### config.mk
export PLATFORM = sky130hd
export DESIGN_NAME = mem_port_arbiter
export DESIGN_NICKNAME = d
export VERILOG_FILES = /design/src/rtl/mem_port_arbiter.sv
export SDC_FILE = /design/constraint.sdc
export NUM_CORES = 1
export LEC_CHECK = 0
export ABC_AREA = 1
export BUFFER_PORTS_ARGS = -buffer_cell sky130_fd_sc_hd__buf_2
export CAP_MARGIN = 15
export CORE_UTILIZATION = 44
export DETAILED_ROUTE_END_ITERATION = 6
export PLACE_DENSITY = 0.82
export SYNTH_ARGS = -nofsm -noshare
export SYNTH_HDL_FRONTEND = slang
export SYNTH_SLANG_ARGS = --single-unit
### constraint.sdc
create_clock -name clock -period 2.2 [get_ports clock]
set_input_delay 0.22 -clock clock [delete_from_list [all_inputs] [get_ports clock]]
set_output_delay 0.22 -clock clock [all_outputs]
set_load 0.02 [all_outputs]
### src/rtl/mem_port_arbiter.sv
`default_nettype none
// mem_port_arbiter: same-cycle grant of committed stores and issued loads onto registered dcache ports. Rev 1.0
// Optional MEM_ARB_PERF_CNT_EN adds 32-bit grant/escalation performance counters.
module mem_port_arbiter #(
  parameter int NUM_ST       = 2,
  parameter int NUM_LD       = 2,
  parameter int NUM_PORTS    = 2,
  parameter int STARVE_LIMIT = 4,
  parameter int CNT_W        = 4,
  parameter int MEM_FUNC_W   = 3,
  parameter int LQ_IDX_W     = 4
) (
  input  logic                                  clock,
  input  logic                                  reset,
  input  logic                                  squash,
  input  logic [NUM_ST-1:0]                     st_valid,
  input  logic [NUM_ST-1:0][31:0]               st_addr,
  input  logic [NUM_ST-1:0][31:0]               st_data,
  input  logic [NUM_ST-1:0][MEM_FUNC_W-1:0]     st_func,
  output logic [NUM_ST-1:0]                     st_accept,
  input  logic [NUM_LD-1:0]                     ld_valid,
  input  logic [NUM_LD-1:0][31:0]               ld_addr,
  input  logic [NUM_LD-1:0][MEM_FUNC_W-1:0]     ld_func,
  input  logic [NUM_LD-1:0][LQ_IDX_W-1:0]       ld_tag,
  output logic [NUM_LD-1:0]                     ld_accept,
  output logic [NUM_PORTS-1:0]                  port_valid,
  output logic [NUM_PORTS-1:0]                  port_is_store,
  output logic [NUM_PORTS-1:0][31:0]            port_addr,
  output logic [NUM_PORTS-1:0][31:0]            port_data,
  output logic [NUM_PORTS-1:0][MEM_FUNC_W-1:0]  port_func,
  output logic [NUM_PORTS-1:0][LQ_IDX_W-1:0]    port_tag,
  input  logic [NUM_PORTS-1:0]                  port_stall
`ifdef MEM_ARB_PERF_CNT_EN
  ,
  output logic [31:0]                           perf_st_grants,
  output logic [31:0]                           perf_ld_grants,
  output logic [31:0]                           perf_escalations
`endif
);

  localparam int LD_W  = (NUM_LD > 1) ? $clog2(NUM_LD) : 1;
  localparam int SRC_N = (NUM_ST > NUM_LD) ? NUM_ST : NUM_LD;
  localparam int SRC_W = (SRC_N > 1) ? $clog2(SRC_N) : 1;

  logic [LD_W-1:0]                      r_rr_ld;
  logic [CNT_W-1:0]                     r_st_starve;
  logic [CNT_W-1:0]                     r_ld_starve;
  logic [NUM_PORTS-1:0]                 r_port_valid;
  logic [NUM_PORTS-1:0]                 r_port_is_store;
  logic [NUM_PORTS-1:0][31:0]           r_port_addr;
  logic [NUM_PORTS-1:0][31:0]           r_port_data;
  logic [NUM_PORTS-1:0][MEM_FUNC_W-1:0] r_port_func;
  logic [NUM_PORTS-1:0][LQ_IDX_W-1:0]   r_port_tag;

  logic [NUM_PORTS-1:0]                 w_port_free;
  logic [NUM_PORTS-1:0]                 w_avail;
  logic [NUM_PORTS-1:0]                 w_port_take;
  logic [NUM_PORTS-1:0]                 w_port_take_st;
  logic [NUM_PORTS-1:0][SRC_W-1:0]      w_port_src;
  logic [NUM_ST-1:0]                    w_st_acc;
  logic [NUM_LD-1:0]                    w_ld_acc;
  logic [LD_W-1:0]                      w_rr_next;
  logic [LD_W-1:0]                      w_idx;
  logic                                 w_st_prio;
  logic                                 w_st_en;
  logic                                 w_ld_en;
  logic                                 w_st_blocked;
  logic                                 w_found;

  // A stalled, occupied port keeps its request; everything else may be refilled.
  assign w_port_free = ~r_port_valid | ~port_stall;
  assign w_st_prio   = (r_st_starve == CNT_W'(STARVE_LIMIT));
  assign w_st_en     = ~reset;
  assign w_ld_en     = ~reset & ~squash;

  always_comb begin
    w_avail        = w_port_free;
    w_port_take    = '0;
    w_port_take_st = '0;
    w_port_src     = '0;
    w_st_acc       = '0;
    w_ld_acc       = '0;
    w_rr_next      = r_rr_ld;
    w_idx          = '0;
    w_st_blocked   = 1'b0;
    w_found        = 1'b0;
    for (int pass = 0; pass < 2; pass++) begin
      if ((pass == 0) == w_st_prio) begin
        // Stores stop at the first slot that cannot go, keeping the grant mask contiguous.
        for (int i = 0; i < NUM_ST; i++) begin
          if (w_st_en && !w_st_blocked && st_valid[i] && (|w_avail)) begin
            w_found     = 1'b0;
            w_st_acc[i] = 1'b1;
            for (int p = 0; p < NUM_PORTS; p++) begin
              if (!w_found && w_avail[p]) begin
                w_found           = 1'b1;
                w_avail[p]        = 1'b0;
                w_port_take[p]    = 1'b1;
                w_port_take_st[p] = 1'b1;
                w_port_src[p]     = SRC_W'(i);
              end
            end
          end else begin
            w_st_blocked = 1'b1;
          end
        end
      end else begin
        for (int k = 0; k < NUM_LD; k++) begin
          w_idx = LD_W'((int'(r_rr_ld) + k) % NUM_LD);
          if (w_ld_en && ld_valid[w_idx] && (|w_avail)) begin
            w_found         = 1'b0;
            w_ld_acc[w_idx] = 1'b1;
            w_rr_next       = LD_W'((int'(w_idx) + 1) % NUM_LD);
            for (int p = 0; p < NUM_PORTS; p++) begin
              if (!w_found && w_avail[p]) begin
                w_found        = 1'b1;
                w_avail[p]     = 1'b0;
                w_port_take[p] = 1'b1;
                w_port_src[p]  = SRC_W'(w_idx);
              end
            end
          end
        end
      end
    end
  end

  always_ff @(posedge clock) begin
    if (reset) begin
      r_port_valid    <= '0;
      r_port_is_store <= '0;
      r_port_addr     <= '0;
      r_port_data     <= '0;
      r_port_func     <= '0;
      r_port_tag      <= '0;
    end else begin
      for (int p = 0; p < NUM_PORTS; p++) begin
        if (w_port_take[p]) begin
          r_port_valid[p]    <= 1'b1;
          r_port_is_store[p] <= w_port_take_st[p];
          if (w_port_take_st[p]) begin
            r_port_addr[p] <= st_addr[w_port_src[p]];
            r_port_data[p] <= st_data[w_port_src[p]];
            r_port_func[p] <= st_func[w_port_src[p]];
            r_port_tag[p]  <= '0;
          end else begin
            r_port_addr[p] <= ld_addr[w_port_src[p]];
            r_port_data[p] <= '0;
            r_port_func[p] <= ld_func[w_port_src[p]];
            r_port_tag[p]  <= ld_tag[w_port_src[p]];
          end
        end else if (w_port_free[p] || (squash && !r_port_is_store[p])) begin
          r_port_valid[p] <= 1'b0;
        end
      end
    end
  end

  always_ff @(posedge clock) begin
    if (reset) begin
      r_rr_ld     <= '0;
      r_st_starve <= '0;
      r_ld_starve <= '0;
    end else begin
      r_rr_ld <= squash ? '0 : w_rr_next;
      if (!(|st_valid) || (|w_st_acc)) begin
        r_st_starve <= '0;
      end else if (r_st_starve < CNT_W'(STARVE_LIMIT)) begin
        r_st_starve <= r_st_starve + 1'b1;
      end
      if (squash || !(|ld_valid) || (|w_ld_acc)) begin
        r_ld_starve <= '0;
      end else if (r_ld_starve < CNT_W'(STARVE_LIMIT)) begin
        r_ld_starve <= r_ld_starve + 1'b1;
      end
    end
  end

`ifdef MEM_ARB_PERF_CNT_EN
  logic [31:0] r_perf_st;
  logic [31:0] r_perf_ld;
  logic [31:0] r_perf_esc;

  always_ff @(posedge clock) begin
    if (reset) begin
      r_perf_st  <= '0;
      r_perf_ld  <= '0;
      r_perf_esc <= '0;
    end else begin
      r_perf_st  <= r_perf_st + 32'($countones(w_st_acc));
      r_perf_ld  <= r_perf_ld + 32'($countones(w_ld_acc));
      r_perf_esc <= r_perf_esc + {31'd0, w_st_prio};
    end
  end

  assign perf_st_grants   = r_perf_st;
  assign perf_ld_grants   = r_perf_ld;
  assign perf_escalations = r_perf_esc;
`endif

  assign st_accept     = w_st_acc;
  assign ld_accept     = w_ld_acc;
  assign port_valid    = r_port_valid;
  assign port_is_store = r_port_is_store;
  assign port_addr     = r_port_addr;
  assign port_data     = r_port_data;
  assign port_func     = r_port_func;
  assign port_tag      = r_port_tag;

endmodule
`default_nettype wire

---- Word level (Yosys, flattened, before mapping) ----
Index checks and enable logic that the tools add are counted.
word-level totals
  bits in registers ....................... 151
  input bits .............................. 221
  word-level logic and storage cells ...... 254
operators by class
  $add $sub $neg .......................... 3
  magnitude comparators ................... 7
  eq/ne operators ......................... 1
  mux-type cells .......................... 162
  bitwise gates (word level) .............. 9
  reduce and logical (&&, ||, !) cells .... 58
operator list
  cell                                                                           count
  32-bit 2-to-1 mux                                                              16
  2-bit 2-to-1 mux                                                               44
  1-bit 2-to-1 mux                                                               84
  3-bit 2-to-1 mux                                                               10
  1-bit logical AND                                                              29
  4-bit 2-to-1 mux                                                               6
  2-bit OR reduction                                                             10
  1-bit logical NOT                                                              14
  1-bit by 2-bit less-than comparator with 1-bit output (second input constant)  4
  2-bit bitwise OR                                                               4
  4-bit by 1-bit adder with 4-bit output (second input constant)                 1
  4-bit by 3-bit == test with 1-bit output (second input constant)               1
  4-bit by 3-bit less-than comparator with 1-bit output (second input constant)  1
  2-bit inverter                                                                 2
  2-bit nonzero test                                                             2
  1-bit logical OR                                                               3
  1-bit adder (second input constant)                                            2
  1-bit demux with 1-bit select                                                  2
  1-bit >= comparator (second input constant)                                    2
  1-bit inverter                                                                 2
  1-bit AND                                                                      1

---- Depth between registers and ports, before layout ----
Gate-level depths: netlist (run 1).
  depth after elaboration ................. 41
  mapped depth ............................ 22
  depth with buffers taken out ............ 19

---- Least setup slack after synthesis (run 1) ----
No wires, ideal clock.
  kind .................................... flip-flop to flip-flop
  from .................................... register r_st_starve[0]
  to ...................................... register r_port_data, in the netlist port_data[49]
  setup time .............................. 132 ps
  arrival ................................. 2072 ps
  slack ................................... -5 ps
  stages on the path, launching flop included .. 15
  path buffers ............................ 3
  cells stage by stage .................... dfxtp_1 > inv_1 > ha_1 > nand3_2 > inv_2 > clkbuf_1 > o21ai_1 > nand4_2 > nand3_2 > nand2_4 > buf_6 > buf_4 > or2_0 > nand2_1 > a21oi_1
between the ends
  cells in the longest elaborated chain, start to end .. 19
  elaborated cells between the ends (all ways) .. 72
  classes of those cells .................. eq/ne: 1; mux: 50; reduce/logical: 21
RTL lines
  what                                                  line  text
  start: declaration                                    46    logic [CNT_W-1:0] r_st_starve;
  start signal: assignment                              169   r_st_starve <= r_st_starve + 1'b1;
  4-bit by 3-bit == test with 1-bit output *            72    assign w_st_prio = (r_st_starve == CNT_W'(STARVE_LIMIT));
  1-bit 2-to-1 mux                                      88    if ((pass == 0) == w_st_prio) begin
  1-bit logical NOT                                     91    if (w_st_en && !w_st_blocked && st_valid[i] && (|w_avail)) begin
  1-bit logical AND (3 in a row)                        91
  2-bit 2-to-1 mux                                      91
  2-bit 2-to-1 mux                                      88
  1-bit 2-to-1 mux                                      95    if (!w_found && w_avail[p]) begin
  1-bit 2-to-1 mux                                      91
  1-bit 2-to-1 mux                                      88
  1-bit logical NOT                                     95
  1-bit logical AND                                     95
  1-bit 2-to-1 mux                                      95
  2-bit 2-to-1 mux                                      91
  2-bit 2-to-1 mux                                      88
  32-bit 2-to-1 mux (implied by the code) (2 in a row)  143   r_port_data[p] <= st_data[w_port_src[p]];
  32-bit 2-to-1 mux                                     141   if (w_port_take_st[p]) begin
  end signal: indexed assignment                        143
  end: declaration                                      51    logic [NUM_PORTS-1:0][31:0] r_port_data;
Mark *: on every way between the ends. The rest lies on a longest branch, timed or not. The select of a mux whose other input is x is not followed.
A chain may end at the register's enable or synchronous reset.

---- Worst setup path in the final report (run 1) ----
  from .................................... register r_st_starve[0]
  to ...................................... output ld_accept[1]
between the ends
  cells in the longest elaborated chain, start to end .. 14
  elaborated cells between the ends (all ways) .. 21
  classes of those cells .................. eq/ne: 1; mux: 12; bitwise: 2; reduce/logical: 6
RTL lines
  what                                        line  text
  4-bit by 3-bit == test with 1-bit output *  72
  2-bit 2-to-1 mux                            88
  1-bit 2-to-1 mux                            115   if (!w_found && w_avail[p]) begin
  1-bit 2-to-1 mux                            110   if (w_ld_en && ld_valid[w_idx] && (|w_avail)) begin
  1-bit 2-to-1 mux                            88
  1-bit logical NOT                           115
  1-bit logical AND                           115
  1-bit 2-to-1 mux                            115
  2-bit 2-to-1 mux                            110
  2-bit 2-to-1 mux                            88
  2-bit OR reduction                          110
  1-bit logical AND                           110
  2-bit 2-to-1 mux                            110
  2-bit 2-to-1 mux *                          88
  end: declaration                            25    output logic [NUM_LD-1:0] ld_accept,
Marked as above.

==> flow_summary_export.csv, run 1 <==
group,metric,value,unit
worst_setup_path,start_kind,"register",
route,antenna_left,0,
floorplanning,core-area,19700,um^2
power_and_ir_drop,powerDensity,678,nW/um^2
worst_setup_path,crit_path_start,"r_st_starve[0]",
route,via_per_inst,5.47,
outcome,violations,"negative setup slack",
route,routedWlPerCell,18.1,um
clock_network,clockBufferDepth,2,
worst_setup_path,worstReg2RegStart,"r_st_starve[0]",
cells_and_area,fin_util,0.702,
cells_and_area,final_cells,2135,
floorplanning,io_pins,371,
worst_setup_path,cp_data_required_time,1.98,ns
synthesis,async_reset_ff_frac,0,
timing,post-route-min-period,2.44,ns
placement,hpwlAfterDp,24.0,mm
timing,skew,0.0109,ns
global_route,grt_pass1_vias,10081,
floorplanning,rows,51,
route,vias,11678,
synthesis,syn_area,8900,um^2
placement,placed_cells,2038,
placement,placed_area,11500,um^2
global_route,antenna_found_initial,7,
timing,worstMarginPinSlew,0.818,ns
worst_setup_path,worstSetupEndpointType,"output pin",
cells_and_area,design_area,13800,um^2
synthesis,ys_top_cells_by_area,"dfxtp_1, nand2_1, a21oi_1, inv_1, o21ai_0",
floorplanning,initial_core_util,0.453,
floorplanning,dieArea,20800,um^2
global_route,overflow,0,
cells_and_area,nets,2073,
global_route,grt_use_total,0.331,
route,met1_length,14.9,mm
route,route.detailed.drc,0,
timing,tns,-18.33,ns
timing,setup_viol,148,
worst_setup_path,crit_path_cell_trace,"inv_2 > ha_4 > nand3_4 > inv_4 > nand3_4 > o21ai_4 > nand3_2 > nand2_2 > inv_2 > o21ai_1 > a21oi_1 > a31oi_1 > buf_4",
timing,slew_viol_final,0,
synthesis,ys_ff_latch,151,
synthesis,yosysTopAreaCell,"dfxtp_1",
timing,layout_setup_ws,-0.236,ns
synthesis,ys.flop_type,"dfxtp_1",
route,highest_layer,"met5",
route,drt_iter0_markers,1259,
cells_and_area,syn_to_final_growth,55.0,%
placement,place_congestion,0.991,
timing,rsz0062_at_grt,"true",
worst_hold_path,hp-class,"primary input to register",
clock_network,cts_root_buf,"clkbuf_16",
worst_setup_path,arrival,2.22,ns
timing,fmax,410,MHz
power_and_ir_drop,p_leak,7.15,nW
placement,port_buffers,370,
worst_setup_path,crit_slowest_cell,"dfxtp_2",
worst_setup_path,path_max_fanout,5,
worst_setup_path,r2r_slack,-0.23,ns
worst_setup_path,setup.worst_path.class,"register to output pin",
placement,dp_slack,-0.170,ns
clock_network,cts_buffers,17,
global_route,grt_pass1_wl,53.2,mm
timing,finalCritPeriodShare,1.11,
clock_network,clk_latency,0.43,ns
global_route,grt_start_max_net_pins,75,
synthesis,postSynthCellCount,1412,
synthesis,synth_edf_count,0,
worst_hold_path,holdCritStartpoint,"st_addr[10]",
clock_network,clkTransAtPathRegs,0.07,ns
floorplanning,die_x,144,um
route,routed_wl,38.6,mm
synthesis,avgSynthCellArea,6.31,um^2
power_and_ir_drop,ir_worst_vdd,0.537,mV
clock_network,htree_levels,4,
clock_network,cts_tree,"done",
timing,relSlewSlack,0.454,
cells_and_area,final_layout_size_suffix_gt1_frac,0.397,
synthesis,ys_seq_area_frac,0.340,
outcome,status,"complete, but fails checks",
route,wl_met2,18.3,mm
synthesis,ys_warn_count,0,
synthesis,ys_types,35,
synthesis,synth_top_area_share,0.340,
route,detail_route.first_pass.iterations,5,
timing,hold_violations,0,
clock_network,clock-sinks,151,
worst_setup_path,slowest_delay,0.33,ns
run,maxCapViolations,0,
route,met3WireLength,3.45,mm
floorplanning,fp.dieH,144,um
synthesis,syn_nets,1635,
## repair_timing
item	4_1_cts	5_1_grt
hold buffers	0	0
resized for setup	89	198
pin swaps	15	41
cloned	10	15
setup endpoints to repair	141	145
setup buffers	18	17
## cell usage after synthesis, types with 6 or more instances
cell type / count
buf_4: 8
o21ai_0: 129
clkbuf_1: 46
nor2_1: 81
nand2_1: 307
o21ai_1: 32
or2_0: 14
inv_2: 13
or2_2: 17
nand3_1: 117
nand3b_1: 13
buf_6: 15
a21oi_1: 191
inv_1: 191
dfxtp_1: 151
buf_2: 28
o211ai_1: 21
nand2_2: 6
## state kept, by name (all words and copies together), names as in the netlist
name,count
port_addr,64
port_data,64
port_func,6
port_is_store,2
port_tag,8
port_valid,2
r_rr_ld,1
r_st_starve,4
## through the flow
stage	hold slack [ns]	total power, mW
floorplan	0.371	4.80
global placement	0.444	5.81
detailed placement	0.450	5.85
CTS	0.0339	8.95
global route	0.0428	9.75
finish	0.0454	9.35
## power by group
group / total (mW) / switching, mW / internal, mW
clock network: 2.85 / 1.36 / 1.50
logic: 3.34 / 1.98 / 1.35
registers: 3.16 / 0.148 / 3.01
total: 9.35 / 3.49 / 5.86
## logic make-up (layout without fill, tap and decap cells)
group           count (synthesis)  in the layout  share of synthesized area
simple gates                  573            575                      0.287
buf+inv                       307            756                      0.149
flops                         151            151                      0.340
other cells                     0              7                          0
xor+xnor                        1              1                   0.000984
fa+ha+maj                       2              2                    0.00281
compound gates                378            378                      0.221
## layout by cell type, fill, tap and decap left out, drive strengths merged
| cell type | netlist | final |
|---|---|---|
| buf | 56 | 507 |
| nand2 | 318 | 320 |
| inv | 204 | 213 |
| a21oi | 191 | 191 |
| o21ai | 162 | 162 |
| dfxtp | 151 | 151 |
| nand3 | 121 | 121 |
| nor2 | 84 | 84 |
| or2 | 31 | 31 |
| clkbuf | 46 | 30 |
| o211ai | 21 | 21 |
| nand3b | 13 | 13 |
| diode | 0 | 7 |
| clkinv | 1 | 4 |
| nand4 | 4 | 4 |
| nor3 | 2 | 2 |
| clkinvlp | 0 | 2 |
| ha | 2 | 2 |
| o21bai | 1 | 1 |
| a21boi | 1 | 1 |
| a31oi | 1 | 1 |
| o2111ai | 1 | 1 |
| xor2 | 1 | 1 |
## final cells by class
class                      instances  area (um^2)
clock inverter                    14          130
timing repair buffer             519         3810
sequential                       151         3030
antenna                            7         17.5
multi-input combinational        956         5270
tap                              265          332
fill                            1625         5860
clock buffer                      18          429
inverter                         205          782
## path summary, 6_finish.rpt
path | cells past startpoint | to
setup / recovery | 13 | ld_accept[1]
hold / removal | 3 | port_addr[42]
setup reg to reg | 18 | port_addr[34]
hold reg to reg | 2 | port_data[16]
## layer usage
layer / vias to the layer above / global-route usage
met5: - / 0
met4: 2 / 0.163
met3: 166 / 0.0679
met2: 745 / 0.524
met1: 5338 / 0.428
li1: 5427 / -
## critical path, delay by kind of cell (launching register included)
kind                       cells  cell delay, ns
adders and majority gates      1            0.14
AOI/OAI and AO/OA              4            0.45
and+or+nand+nor                4            0.47
DFF                            1            0.33
buffers and inverters          4            0.40
Power figures use the tool's default switching activity.
==> run 2: changes to the inputs <==
ABC_AREA = default   (was 1)
BUFFER_PORTS_ARGS = default   (was -buffer_cell sky130_fd_sc_hd__buf_2)
CORE_AREA = 2 2 146 148   (was default)
CORE_UTILIZATION = default   (was 44)
CTS_CLUSTER_SIZE = 14   (was default)
DIE_AREA = 0 0 148 150   (was default)
DONT_BUFFER_PORTS = 1   (was default)
PLACE_DENSITY = 0.6   (was 0.82)
==> run 2 against run 1 <==
The run ends with negative hold slack, negative setup slack left. Total power is 11% lower. Flip-flop and latch count is the same. Utilization decreased by 7.5 points. Highest routed layer is now met4.
==> flow_summary_export.csv, run 2 <==
group,metric,value,unit
outcome,status,"complete, but fails checks",
outcome,violations,"negative hold slack, negative setup slack",
floorplanning,initial_core_util,0.388,
synthesis,yosysMostFrequentCell,"nand2_1",
timing,hold_violations,1,
synthesis,synth_top_area_share,0.377,
worst_setup_path,start_kind,"register",
cells_and_area,syn_to_final_growth,61.8,%
cells_and_area,design_area,13000,um^2
worst_setup_path,cp_data_required_time,2.52,ns
route,met3WireLength,4.18,mm
power_and_ir_drop,p_int,5.47,mW
worst_setup_path,arrival,2.89,ns
timing,rsz0062_at_grt,"true",
worst_hold_path,whs_path_depth,2,
global_route,antenna_found_initial,0,
cells_and_area,nets,1481,
cells_and_area,layout_commonest_cell,"nand2_1",
synthesis,postSynthCellCount,1087,
power_and_ir_drop,ir_worst_vdd,0.425,mV
timing,tns,-32.95,ns
synthesis,synth_commonest_cells,"nand2_1, dfxtp_1, a21oi_1",
worst_setup_path,reg2reg_depth,12,
route,drt_iter0_markers,685,
worst_setup_path,crit_path_cell_trace,"inv_2 > ha_2 > and3b_2 > o41ai_4 > a21oi_4 > buf_6 > a31o_4 > buf_6 > nand3_4 > clkbuf_16 > mux2i_4 > a211oi_2",
timing,skew,0.0101,ns
cells_and_area,nFillCells,1649,
floorplanning,die_x,148,um
route,highest_layer,"met4",
power_and_ir_drop,comb_power_share,0.227,
timing,fmax,388,MHz
floorplanning,rows,53,
synthesis,ys_warn_count,0,
timing,timing.hold.ws,-0.00187,ns
power_and_ir_drop,power_frac_clock,0.363,
synthesis,synth_edf_count,0,
global_route,overflow,0,
global_route,grt_pass1_wl,50.6,mm
clock_network,clock-sinks,151,
route,antenna_left,0,
global_route,grt_use_total,0.295,
timing,worstMarginPinSlew,0.496,ns
power_and_ir_drop,p_leak,5.25,nW
clock_network,htree_levels,4,
timing,post-route-min-period,2.58,ns
worst_hold_path,hp-class,"primary input to register",
floorplanning,io_pins,371,
power_and_ir_drop,swShare,0.339,
floorplanning,core-area,20700,um^2
global_route,grt_start_max_net_pins,91,
clock_network,cts_root_buf,"clkbuf_16",
placement,port_buffers,0,
global_route,grt_pass1_vias,8783,
synthesis,syn_nets,1310,
worst_setup_path,path_max_fanout,8,
worst_setup_path,worstSetupEndpointType,"register",
power_and_ir_drop,power_frac_seq,0.410,
cells_and_area,final_cell_mix,"nand2_1, dfxtp_1, dlygate4sd3_1",
floorplanning,fp.dieH,150,um
synthesis,ys_types,46,
cells_and_area,final_layout_size_suffix_gt1_frac,0.371,
route,routed_wl,39.7,mm
run,maxCapViolations,0,
worst_setup_path,crit_slowest_cell,"o41ai_4",
floorplanning,dieArea,22200,um^2
power_and_ir_drop,p_sw,2.80,mW
synthesis,yosysTopAreaCell,"dfxtp_1",
synthesis,syn_area,8020,um^2
clock_network,cts_tree,"done",
timing,layout_setup_ws,-0.379,ns
timing,finalCritPeriodShare,1.17,
synthesis,ys_seq_area_frac,0.377,
worst_setup_path,cpMostUsedCell,"buf_6",
timing,slew_viol_final,0,
route,met1_length,14.4,mm
power_and_ir_drop,powerDensity,638,nW/um^2
cells_and_area,regArea,3030,um^2
route,routedWlPerCell,25.7,um
clock_network,clk_latency,0.43,ns
synthesis,ys.flop_type,"dfxtp_1",
synthesis,async_reset_ff_frac,0,
synthesis,avgSynthCellArea,7.38,um^2
placement,hpwlAfterDp,22.3,mm
route,vias,9470,
timing,relSlewSlack,0.669,
worst_setup_path,slowest_delay,0.41,ns
placement,placed_area,9010,um^2
clock_network,clockBufferDepth,2,
cells_and_area,multi_input_area,5860,um^2
clock_network,cts_buffers,17,
placement,place_congestion,0.919,
route,detail_route.first_pass.iterations,5,
cells_and_area,antenna_cells,0,
timing,setup_viol,148,
route,via_per_inst,6.13,
route,route.detailed.drc,0,
clock_network,clkTransAtPathRegs,0.07,ns
route,wl_met2,19.1,mm
worst_setup_path,setup.worst_path.class,"register to register",
synthesis,ys_ff_latch,151,
synthesis,ys_top_cells_by_area,"dfxtp_1, nand2_1, mux2i_1, a21oi_1, o21ai_0",
==> run 2: per-layer routing <==
layer | GRT usage | vias up
met5 | 0 | -
met4 | 0.135 | 0
met3 | 0.104 | 150
met2 | 0.492 | 672
met1 | 0.340 | 4529
li1 | - | 4119
==> run 2: logic make-up after synthesis <==
family          count (synthesis)  synth area share
fa+ha+maj                       2           0.00312
buf+inv                       115            0.0643
compound gates                301             0.246
xor+xnor                        2           0.00218
mux                            64            0.0799
simple gates                  452             0.227
flops                         151             0.377
==> run 2: final cells by class <==
cell class / count / area share
inverter: 22 / 0.00636
clock inverter: 14 / 0.0120
tap: 275 / 0.0265
clock buffer: 18 / 0.0331
sequential: 151 / 0.233
timing repair buffer: 245 / 0.237
multi-input combinational: 821 / 0.452
==> run 2: worst paths after layout <==
path,startpoint,end,slack (ns)
max,r_st_starve[0],port_addr[51],-0.38
min,st_addr[3],port_addr[3],-0.002
max reg2reg,r_st_starve[0],port_addr[51],-0.38
min reg2reg,port_data[50],port_data[50],0.55
==> run 2: metrics by stage <==
step	power, mW	util	setup slack (ns)	std cells	hold WS [ns]
floorplan	4.19	-	-0.214	1087	0.393
global placement	4.58	0.435	-0.269	1370	0.298
detailed placement	4.60	0.435	-0.304	1370	0.301
CTS	7.83	0.529	-0.327	1495	0.000250
global route	8.54	0.627	-0.455	1546	0.00462
finish	8.28	0.627	-0.379	1546	-0.00187
==> run 2: what timing repair did <==
action | in CTS | in global routing
buffers inserted | 17 | 27
hold buffers | 73 | 7
resized for setup | 107 | 331
hold endpoints to repair | 128 | 6
pin swaps | 16 | 178
gates cloned | 3 | 23
endpoints found under the setup margin | 144 | 152
==> run 2: critical path, delay by kind of cell (launching register included) <==
family                   cells  cell delay [ns]
flip-flops                   1             0.34
buffers and inverters        4             0.51
AND/OR/NAND/NOR              2             0.41
AO/OA/AOI/OAI                4             0.81
adder cells (fa/ha/maj)      1             0.16
multiplexers                 1             0.24
==> run 2: power by group through the flow <==
stage / combinational [mW] / sequential (mW) / clock (mW)
6_report: 1.88 / 3.39 / 3.00
3_5_place_dp: 1.16 / 3.45 / 0
5_1_grt: 1.99 / 3.41 / 3.15
2_1_floorplan: 0.819 / 3.37 / 0
4_1_cts: 1.43 / 3.38 / 3.02
3_3_place_gp: 1.14 / 3.45 / 0
